--- config.mk ---
export PLATFORM = sky130hd
export DESIGN_NAME = ram_port_arbiter
export DESIGN_NICKNAME = d
export VERILOG_FILES = /design/src/rtl/ram_port_arbiter.sv
export SDC_FILE = /design/constraint.sdc
export NUM_CORES = 1
export LEC_CHECK = 0
export ABC_CLOCK_PERIOD_IN_PS = 2750
export CAP_MARGIN = 20
export CORE_AREA = 2 2 98 100
export CTS_CLUSTER_DIAMETER = 30
export CTS_CLUSTER_SIZE = 14
export DETAILED_ROUTE_END_ITERATION = 10
export DIE_AREA = 0 0 100 102
export GPL_TIMING_DRIVEN = 1
export SETUP_SLACK_MARGIN = 0.05
export SLEW_MARGIN = 20
export SYNTH_ARGS = -nofsm -noshare
export SYNTH_HDL_FRONTEND = slang
export SYNTH_SLANG_ARGS = --single-unit
--- constraint.sdc ---
create_clock -name clk -period 2.75 [get_ports clk]
set_input_delay 0.275 -clock clk [delete_from_list [all_inputs] [get_ports clk]]
set_output_delay 0.275 -clock clk [all_outputs]
set_load 0.01 [all_outputs]
--- src/rtl/ram_port_arbiter.sv ---
// ram_port_arbiter: round-robin sharing of a dual-port RAM's read and write ports between two masters
module ram_port_arbiter #(
    parameter int DW = 32,
    parameter int AW = 12
) (
    input  logic          clk,
    input  logic          rst,
    input  logic          m0_req,
    input  logic          m0_we,
    input  logic [AW-1:0] m0_addr,
    input  logic [DW-1:0] m0_wdata,
    output logic          m0_gnt,
    output logic          m0_rvalid,
    output logic [DW-1:0] m0_rdata,
    input  logic          m1_req,
    input  logic          m1_we,
    input  logic [AW-1:0] m1_addr,
    input  logic [DW-1:0] m1_wdata,
    output logic          m1_gnt,
    output logic          m1_rvalid,
    output logic [DW-1:0] m1_rdata,
    output logic          ram_w_en,
    output logic [AW-1:0] ram_w_addr,
    output logic [DW-1:0] ram_w_data,
    output logic          ram_r_en,
    output logic [AW-1:0] ram_r_addr,
    input  logic [DW-1:0] ram_r_data
);
    logic wr_last, rd_last, rsp_v, rsp_id;
    logic m0_w, m1_w, m0_r, m1_r, w_sel, r_sel, w_go, r_go;
    assign m0_w = m0_req & m0_we;
    assign m1_w = m1_req & m1_we;
    assign m0_r = m0_req & ~m0_we;
    assign m1_r = m1_req & ~m1_we;
    // a sel bit of 1 picks master 1: alone, or contending with master 0 granted last
    assign w_sel = m1_w & (~m0_w | ~wr_last);
    assign r_sel = m1_r & (~m0_r | ~rd_last);
    assign w_go = rst & (m0_w | m1_w);
    assign r_go = rst & (m0_r | m1_r);
    assign m0_gnt = rst & ((m0_w & ~w_sel) | (m0_r & ~r_sel));
    assign m1_gnt = rst & ((m1_w & w_sel) | (m1_r & r_sel));
    assign ram_w_en = w_go;
    assign ram_w_addr = w_sel ? m1_addr : m0_addr;
    assign ram_w_data = w_sel ? m1_wdata : m0_wdata;
    assign ram_r_en = r_go;
    assign ram_r_addr = r_sel ? m1_addr : m0_addr;
    assign m0_rvalid = rsp_v & ~rsp_id;
    assign m1_rvalid = rsp_v & rsp_id;
    assign m0_rdata = m0_rvalid ? ram_r_data : '0;
    assign m1_rdata = m1_rvalid ? ram_r_data : '0;
    // remember each channel's last winner and tag the read in flight
    always_ff @(posedge clk or negedge rst) begin
        if (!rst) begin
            wr_last <= 1'b1;
            rd_last <= 1'b1;
            rsp_v   <= 1'b0;
            rsp_id  <= 1'b0;
        end else begin
            if (w_go) wr_last <= w_sel;
            if (r_go) rd_last <= r_sel;
            if (r_go) rsp_id <= r_sel;
            rsp_v <= r_go;
        end
    end
endmodule

==> run summary <==
Final core utilization -> 45.9%
Cell Chain, Critical Path -> clkdlybuf4s50_1 -> nand2_1 -> a31oi_4 -> buf_12 -> mux2_2 -> clkdlybuf4s50_1
GPL Wtd Cong -> 0.826
Gr usage total -> 13.2%
Vias in the first global route -> 2,161
Synthesized net count -> 284
Synth Instances -> 158
Largest net degree at the start of global routing -> 36
Max Freq -> 397 MHz
Drt total wl -> 7.63 mm
Htree depth -> 1
Mapped Area -> 0.00152 sq mm
Routed Antenna Nets -> 0
Post-CTS setup buffer count -> 0
CP Capture Type -> output pin
#FFs+latches synth -> 4
Die outline height -> 102 microns
Run status -> finished clean
Cell Pwr Density -> 215 mW/mm^2
Post-DP HPWL -> 6.44 mm
Fin nets -> 533
CTS tree -> done
CTS Root Buffer Type -> clkbuf_8
Flop2flop setup slack -> 1.63 ns
Hold Crit Class -> in -> async
Delay of the slowest critical-path stage -> 0.50 ns
Core area -> 0.00911 sq mm
Worst-path fanout max -> 35
Crit path to -> ram_w_data[31]
R2R depth -> 3
Reg2reg start -> rd_last$_DFFE_PN1P_
Setup TNS -> 0 ns
Setup-failing EPs final -> 0
Post-CTS sizing -> 0
Post-route setup slack -> 0.231 ns
I/O pin count -> 252
Final Hold Violating Endpoints -> 0
Final worst path period need -> 2.52 ns
Chip width -> 100 microns
WS Path Type -> in -> out
First-pass GRT wire length -> 10.9 mm
P&R area growth vs syn -> 175%
Final slew viol count -> 0
Max Cap Viol -> 0
Hold_buf cts -> 0
Nature of the critical path startpoint -> input pin
Drt pass-1 iters -> 4
Max Root-Sink Buffers -> 2
Distinct cells, synth -> 26
Clk slew on worst S/H paths -> 0.03 ns
Ratio of cells with drive above 1 in the final layout -> 17.7%
Reg2reg end -> rsp_id$_DFFE_PN0P_
Required @ worst endpoint -> 2.48 ns
DIE AREA -> 0.0102 sq mm
Gr ovfl total -> 0
I/O Buffers -> 251
Critical Path Start -> m1_we
RSZ-0062 raised after global routing -> no
Max-slew headroom -> 76.6%
CTS Sinks -> 4
Clk_skew -> 0.00517 ns
DRT iter0 DRCs -> 29
DP Worst Slack -> 0.235 ns
N_diodes -> 0
Synth warn -> 0
Worst path arrival time -> 2.24 ns
Initial antenna violation count -> 0
Initial Util -> 16.7%
Total chip power -> 896 uW
CTS Buf Count -> 3
Tightest Pin Transition -> 0.347 ns
Critical Path Slowest Stage Cell -> clkdlybuf4s50_1
Maximum vdd drop -> 0.171 mV
Routed wire per std cell -> 14.8 microns
Drc violations -> 0
Seq/Total Area, Yosys -> 6.75%
Most used cell, CP -> clkdlybuf4s50_1
Leak -> 1.73 nW
Vias -> 2,161
Row count -> 35
Avg Cell Area, Syn -> 9.61 sq um
Final worst path period share -> 91.6%
Clock latency on the worst-skew pair -> 0.21 ns
Via density -> 4.18
==> worst min path at each step <==
| stage | start | end | slack (ns) | cells after the start |
|---|---|---|---|---|
| 2_1_floorplan | rst | rsp_id$_DFFE_PN0P_ | -0.02 | 0 |
| 3_3_place_gp | wr_last$_DFFE_PN1P_ | wr_last$_DFFE_PN1P_ | 0.48 | 2 |
| 3_5_place_dp | wr_last$_DFFE_PN1P_ | wr_last$_DFFE_PN1P_ | 0.48 | 2 |
| 4_1_cts | rst | rsp_v$_DFF_PN0_ | 0.44 | 2 |
| 5_1_grt | rst | rsp_id$_DFFE_PN0P_ | 0.46 | 2 |
| 6_report | rst | rsp_v$_DFF_PN0_ | 0.44 | 2 |
==> routing by layer <==
layer / wire, microns / share of wire [%] / GRT usage [%]
met2: 4050 / 53 / 25.2
met1: 3000 / 39 / 15.3
met5: 0 / 0 / 0
met4: 75 / 0.98 / 3.48
met3: 503 / 6.6 / 2.19
==> layout make-up <==
class,instances,area [sq um]
clock buffers,4,45.0
fillers,898,4930
inverters,2,7.51
multi-input cells,137,1300
flip-flops and latches,4,103
well taps,111,139
repair buffers,259,2580
==> registers in the layout (all words and copies together) (netlist names) <==
signal   flops
rsp_id       1
rd_last      1
wr_last      1
rsp_v        1
==> cells in the final DEF, fill, tap and decap left out, drive strengths merged <==
| master | instances |
|---|---|
| a31oi | 1 |
| nor2b | 3 |
| o311ai | 1 |
| clkbuf | 4 |
| clkdlybuf4s50 | 251 |
| a21oi | 2 |
| dfstp | 2 |
| a21boi | 1 |
| o21a | 1 |
| o21ai | 1 |
| mux2 | 56 |
| inv | 2 |
| a22o | 2 |
| and3 | 32 |
| nand2b | 1 |
| o2bb2ai | 1 |
| dfrtp | 2 |
| and2 | 33 |
| buf | 8 |
| nand2 | 2 |
==> critical path, delay by kind of cell <==
kind | cells | cell delay, ns
simple gates | 1 | 0.12
mux | 1 | 0.37
buf+inv | 3 | 1.26
compound gates | 1 | 0.20
==> synthesized netlist by cell type (all sizes together) <==
cell / count / share of area [%]
nand2b: 1 / 0.41
dfrtp: 2 / 3.3
mux2: 56 / 50
o21a: 1 / 0.49
o311ai: 1 / 0.58
a22o: 2 / 1.2
and2: 33 / 14
o21ai: 1 / 0.33
clkbuf: 8 / 2.0
a21oi: 2 / 1.4
dfstp: 2 / 3.5
inv: 2 / 0.49
a31oi: 1 / 0.82
nor2b: 3 / 1.4
buf: 7 / 5.9
o2bb2ai: 1 / 0.58
a21boi: 1 / 0.49
nand2: 2 / 0.49
and3: 32 / 13
==> cell families (layout without fill, tap and decap cells) <==
group / after synthesis / count (layout) / share of synthesized area (%)
compound gates: 10 / 10 / 5.85
buf+inv: 17 / 265 / 8.40
flops: 4 / 4 / 6.75
mux: 56 / 56 / 49.9
simple gates: 71 / 71 / 29.1
==> through the flow <==
step	cells	hold slack [ns]	cell area, sq um
6_report	517	0.441	4180
5_1_grt	517	0.457	4180
4_1_cts	517	0.441	4180
3_5_place_dp	513	0.484	4130
3_3_place_gp	513	0.475	4130
2_1_floorplan	158	-0.0206	1520
==> power by group <==
group	internal (mW)	leakage, nW	switching (mW)	total [mW]
combinational	0.459	1.66	0.233	0.691
sequential	0.0708	0.0463	0.00708	0.0779
clock	0.0988	0.0228	0.0281	0.127
total	0.629	1.73	0.268	0.896
Note: power is estimated with default switching activity, not from simulation.
